## config.mk

```make
export PLATFORM = sky130hd
export DESIGN_NAME = pipelined_tree_adder
export DESIGN_NICKNAME = d
export VERILOG_FILES = /design/src/rtl/pipelined_tree_adder.sv
export SDC_FILE = /design/constraint.sdc
export NUM_CORES = 1
export LEC_CHECK = 0
export CAP_MARGIN = 20
export CORE_ASPECT_RATIO = 0.9
export CORE_MARGIN = 5
export CORE_UTILIZATION = 52
export DETAILED_ROUTE_END_ITERATION = 10
export HOLD_SLACK_MARGIN = 0.06
export PLACE_DENSITY = 0.85
export SLEW_MARGIN = 40
export SYNTH_ARGS = -nofsm -noshare
export SYNTH_HDL_FRONTEND = slang
export SYNTH_SLANG_ARGS = --single-unit
```

## constraint.sdc

```tcl
create_clock -name clk -period 3.75 [get_ports clk]
set_clock_uncertainty 0.1 [all_clocks]
set_input_delay 1.125 -clock clk [delete_from_list [all_inputs] [get_ports clk]]
set_output_delay 1.125 -clock clk [all_outputs]
set_load 0.01 [all_outputs]
```

## src/rtl/pipelined_tree_adder.sv

```systemverilog
// Pipelined N-operand binary tree adder with valid/ready backpressure, one register stage per level.
// Define TREE_SIGNED_EN to treat operands (and sum) as two's complement; default build is unsigned.
module pipelined_tree_adder #(
  parameter int W = 16,
  parameter int N = 4,
  localparam int LOG2N = $clog2(N)
) (
  input  logic                 clk,
  input  logic                 rst,
  input  logic                 in_valid,
  output logic                 in_ready,
  input  logic [N*W-1:0]       in_ops,
  input  logic                 cin,
  output logic                 out_valid,
  input  logic                 out_ready,
  output logic [W+LOG2N-1:0]   sum
);

`ifdef TREE_SIGNED_EN
  localparam bit SGN = 1'b1;
`else
  localparam bit SGN = 1'b0;
`endif

  if (N < 2 || (N & (N - 1)) != 0) begin : g_bad_n
    $error("pipelined_tree_adder: N must be a power of 2 and at least 2");
  end

  // Whole tree moves in lockstep: any stall at the output freezes every level.
  logic adv;
  assign adv      = !out_valid || out_ready;
  assign in_ready = adv;

  for (genvar k = 1; k <= LOG2N; k++) begin : lvl
    localparam int CNT = N >> k;
    localparam int PW  = W + k;

    logic [PW-1:0] psum [CNT];
    logic [PW-1:0] nxt  [CNT];
    logic          vld;
    logic          src_vld;

    if (k == 1) begin : g_leaf
      assign src_vld = in_valid;

      // Carry-in only enters through the first leaf pair.
      always_comb begin
        for (int j = 0; j < CNT; j++) begin
          nxt[j] = {SGN & in_ops[(2*j+1)*W-1], in_ops[2*j*W +: W]}
                 + {SGN & in_ops[(2*j+2)*W-1], in_ops[(2*j+1)*W +: W]}
                 + PW'((j == 0) ? cin : 1'b0);
        end
      end
    end else begin : g_node
      assign src_vld = lvl[k-1].vld;

      always_comb begin
        for (int j = 0; j < CNT; j++) begin
          nxt[j] = {SGN & lvl[k-1].psum[2*j][PW-2],   lvl[k-1].psum[2*j]}
                 + {SGN & lvl[k-1].psum[2*j+1][PW-2], lvl[k-1].psum[2*j+1]};
        end
      end
    end

    // Data only loads behind a valid set, so bubbles leave the previous sum in place.
    always_ff @(posedge clk) begin
      if (rst) begin
        vld <= 1'b0;
        for (int j = 0; j < CNT; j++) psum[j] <= '0;
      end else if (adv) begin
        vld <= src_vld;
        if (src_vld) begin
          for (int j = 0; j < CNT; j++) psum[j] <= nxt[j];
        end
      end
    end
  end

  assign out_valid = lvl[LOG2N].vld;
  assign sum       = lvl[LOG2N].psum[0];

endmodule

```

# Word level (Yosys, flattened, before mapping)
# Memories as Yosys holds them, arrays and structs flattened.
# Index checks and enable logic that the tools add are counted.
[classes]
addsub = 4
n_mux = 14
reduce_logical = 3
n_bitwise = 2
[op_table]
columns = ["cell", "n"]
rows = [
  ["16-bit by 16-bit adder with 17-bit output", 2],
  ["17-bit two-way mux", 2],
  ["17-bit by 17-bit adder with 18-bit output", 1],
  ["18-bit two-way mux", 1],
  ["18-bit OR reduction", 1],
  ["17-bit by 1-bit adder with 17-bit output", 1],
  ["1-bit two-way mux", 11],
  ["1-bit bitwise OR", 2],
  ["1-bit logical NOT", 1],
  ["1-bit logical OR", 1],
]
[word_totals]
elab_cells = 27
output_inout_bits = 20
mem_bits_rw = 52
register_bits = 2
n_memories = 2
[mem_list]
columns = ["memory", "depth", "width", "rd", "rd_ports_with_merged_regs", "write_ports", "line", "rtl"]
rows = [
  ["lvl[1].psum", 2, 17, 2, 0, 2, "38", "logic [PW-1:0] psum [CNT];"],
  ["lvl[2].psum", 1, 18, 1, 0, 1, "38", ""],
]

# Longest topological paths before layout
[depth]
word_depth = 7
ltp_mapped = 9

# Worst setup path after synthesis
# No wires, ideal clock.
[synth_path]
path_type = "input -> register"
startpoint = "input port in_ops[0]"
endpoint = "memory lvl[1].psum[0][16] (netlist name) (data pin)"
setup_time_ns = 0.269
required_ns = 3.381
setup_slack_ns = 0.326
path_stages = 8
arrival_ns = 3.055
n_path_buf = 0
cell_sequence = "fa_1 fa_1 a21oi_1 o2111ai_1 nand3_1 a211oi_1 a2111oi_0 nor3_1"
[synth_lines]
columns = ["element", "line", "rtl"]
rows = [
  ["start: declaration", "12", "input logic [N*W-1:0] in_ops,"],
  ["end: declaration", "38", ""],
]

==> results.sh <==
export IMPL_routedLengthMet1_um=4590
export IMPL_startpoint_type="input port"
export IMPL_synth_cells=435
export IMPL_num_vias=3710
export IMPL_grt_pass1_vias=3532
export IMPL_worstSetupEndpointType="register"
export IMPL_wl_per_cell_um=15.4
export IMPL_n_antenna_cell=0
export IMPL_drt_iter0_markers=217
export IMPL_synth_seq_area_share_pct=38.0
export IMPL_clk_latency_ns=0.31
export IMPL_portBuffers=88
export IMPL_power_total_mw=1.74
export IMPL_grt_max_degree=35
export IMPL_die_area_um2=10000
export IMPL_grt_setup_unrepaired="no"
export IMPL_layout_nets=664
export IMPL_final_antenna_net_count=0
export IMPL_preCtsSetupSlack_ns=-0.215
export IMPL_drc=0
export IMPL_root_buffer="clkbuf_8"
export IMPL_max_freq_ghz=0.280
export IMPL_synth_nets=556
export IMPL_ys_warn_count=0
export IMPL_intPower_mw=1.18
export IMPL_start_util_pct=52.8
export IMPL_cts_buffers=5
export IMPL_cp_data_arrival_time_ns=3.61
export IMPL_hp_class="reg2reg"
export IMPL_wl_met3_um=540
export IMPL_grt_usage_pct=20.1
export IMPL_slew_violations=0
export IMPL_drt_wl_total_um=9900
export IMPL_synth_avg_cell_area_um2=9.70
export IMPL_layout_drive_gt1_share_pct=6.80
export IMPL_cts_tree="built"
export IMPL_die_width_um=105
export IMPL_netSwitchingPower_uw=553
export IMPL_firstDrtPassIters=5
export IMPL_switching_share_pct=31.9
export IMPL_setup_tns_ns=0
export IMPL_core_area_um2=7990
export IMPL_clkPwrFrac_pct=19.0
export IMPL_finalHoldViolCount=0
export IMPL_dr_wl_met2_um=4530
export IMPL_grt_pass1_wl_um=16500
export IMPL_viasPerCell=5.77
export IMPL_slowest_delay_ns=0.50
export IMPL_tightest_slew_ns=0.769
export IMPL_fin_ws_ns=0.175
export IMPL_crit_chain="clkdlybuf4s50_1, ha_1, fa_1, a211oi_1, buf_4, o21ai_2, a41oi_2, a21oi_2, or4_1, o311ai_1"
export IMPL_power_frac_seq_pct=42.8
export IMPL_clk_pin_slew_worst_paths_ns=0.10
export IMPL_synth_edff_count=52
export IMPL_vdd_drop_max_mv=0.126
export IMPL_ios=89
export IMPL_max_clock_path_buffers=2
export IMPL_setup_viol=0
export IMPL_critPathKind="in2reg"
export IMPL_htree_levels=2
export IMPL_worstPathMaxFanout=3
export IMPL_gp_congestion=0.908
export IMPL_period_needed_ns=3.57
export IMPL_antenna_found_initial=0
export IMPL_critical_path_required_ns=3.79
export IMPL_highest_layer="met4"
export IMPL_syn_area_um2=4220
export IMPL_fp_row_count=31
export IMPL_overflow=0
export IMPL_comb_power_share_pct=38.1
export IMPL_relSlewSlack_pct=48.7
export IMPL_status="completed"
export IMPL_powerDensity_nw_per_um2=319
export IMPL_fin_crit_sh_pct=95.3
export IMPL_hpwl_um=8250
export IMPL_async_reset_ff_share_pct=0
export IMPL_ys_seq_elements=54
export IMPL_area_delta_synth_final_pct=28.9
export IMPL_synth_cell_types=53
export IMPL_drv_cap=0
export IMPL_chipHeight_um=95.5
export IMPL_p_leak_nw=2.19
export IMPL_cts_sinks=54
export IMPL_critical_path_slowest_cell="or4_1"
export IMPL_synth_ff_type="edfxtp_1"
power by group through the flow:
| stage | logic (mW) | clock network, mW | registers, mW |
|---|---|---|---|
| floorplan | 0.402 | 0 | 0.762 |
| global placement | 0.636 | 0 | 0.756 |
| detailed placement | 0.649 | 0 | 0.759 |
| CTS | 0.654 | 0.336 | 0.745 |
| global route | 0.730 | 0.358 | 0.751 |
| finish | 0.662 | 0.330 | 0.744 |
final cells by class:
class                           count  area (um^2)
Timing Repair Buffer              107         1020
Clock buffer                        6         72.6
Multi-Input combinational cell    363         2550
Tap cell                           99          124
Clock inverter                      2         17.5
Sequential cell                    54         1600
Inverter                           12         45.0
Fill cell                         632         2550
stage by stage:
| stage | hold WS (ns) | util (%) | std cells | area [um^2] |
|---|---|---|---|---|
| 2_1_floorplan | 0.350 | - | 435 | 4220 |
| 3_3_place_gp | 0.360 | 66.9 | 635 | 5340 |
| 3_5_place_dp | 0.368 | 66.9 | 635 | 5340 |
| 4_1_cts | 0.383 | 68.0 | 643 | 5430 |
| 5_1_grt | 0.436 | 68.1 | 643 | 5440 |
| 6_report | 0.383 | 68.1 | 643 | 5440 |
registers in the layout (all words and copies together) (netlist names):
signal	count
lvl.vld	1
lvl.psum	52
out_valid	1
cells by family after synthesis:
| family | after synthesis | share of synthesized area [%] |
|---|---|---|
| DFF | 54 | 38.0 |
| AOI/OAI and AO/OA | 126 | 20.7 |
| buffers and inverters | 18 | 1.63 |
| adders and majority gates | 52 | 16.1 |
| xor gates and xnor gates | 25 | 5.19 |
| and+or+nand+nor | 157 | 17.7 |
| muxes | 3 | 0.712 |
synth_stat cells, types with 7 or more instances:
cell	n	area, um^2
nor3_1	17	85.1
xnor2_1	18	158
nor2_1	55	206
o21a_1	7	52.6
inv_1	12	45.0
a211oi_1	10	75.1
edfxtp_1	52	1560
nand2_1	27	101
a21oi_1	27	135
ha_1	48	601
xor2_1	7	61.3
o21ai_0	24	120
and2_1	13	81.3
nand3_1	14	70.1
a21o_1	17	128
metal layers:
metal / vias up / global-route usage (%)
li1: 1866 / -
met1: 1695 / 27.0
met2: 129 / 33.1
met3: 20 / 2.98
met4: 0 / 7.14
met5: - / 0
timing repair:
item,4_1_cts,5_1_grt
endpoints found under the setup margin,0,3
hold buffers,0,0
setup buffers,0,0
gates resized for setup,0,2
cell usage in the layout (no fill, tap or decap), drive strengths merged, types with 3 or more instances in the layout:
cell type / n
clkdlybuf4s50: 88
nor2: 55
edfxtp: 52
ha: 48
a21oi: 28
nand2: 27
o21ai: 25
buf: 19
xnor2: 18
a21o: 17
nor3: 17
nand3: 14
inv: 14
and2: 13
a211oi: 10
xor2: 7
o21a: 7
or3: 6
o21bai: 6
o211ai: 6
clkbuf: 6
a2111oi: 6
nand4: 5
o31ai: 5
nand2b: 4
fa: 4
and3: 4
nor2b: 3
mux2i: 3
nor3b: 3
worst max-delay path: cells and delay by family:
kind / cells / cell delay, ns
adder cells (fa/ha/maj): 2 / 0.66
AO/OA/AOI/OAI: 5 / 0.79
buffers and inverters: 2 / 0.55
AND/OR/NAND/NOR: 1 / 0.50
worst paths after layout:
kind | cells after the start | end | slack [ns] | start
worst max register to register | 9 | lvl[2].psum[0][16]$_SDFFCE_PN0P_ | 1.00 | lvl[1].psum[0][0]$_SDFFCE_PN0P_
worst min-delay path | 2 | lvl[1].vld$_SDFFE_PP0N_ | 0.38 | lvl[1].vld$_SDFFE_PP0N_
worst min register to register | 2 | lvl[1].vld$_SDFFE_PP0N_ | 0.38 | lvl[1].vld$_SDFFE_PP0N_
worst max-delay path | 10 | lvl[1].psum[0][31]$_SDFFCE_PN0P_ | 0.18 | in_ops[32]
No activity file was read; power rests on OpenSTA's default activity.
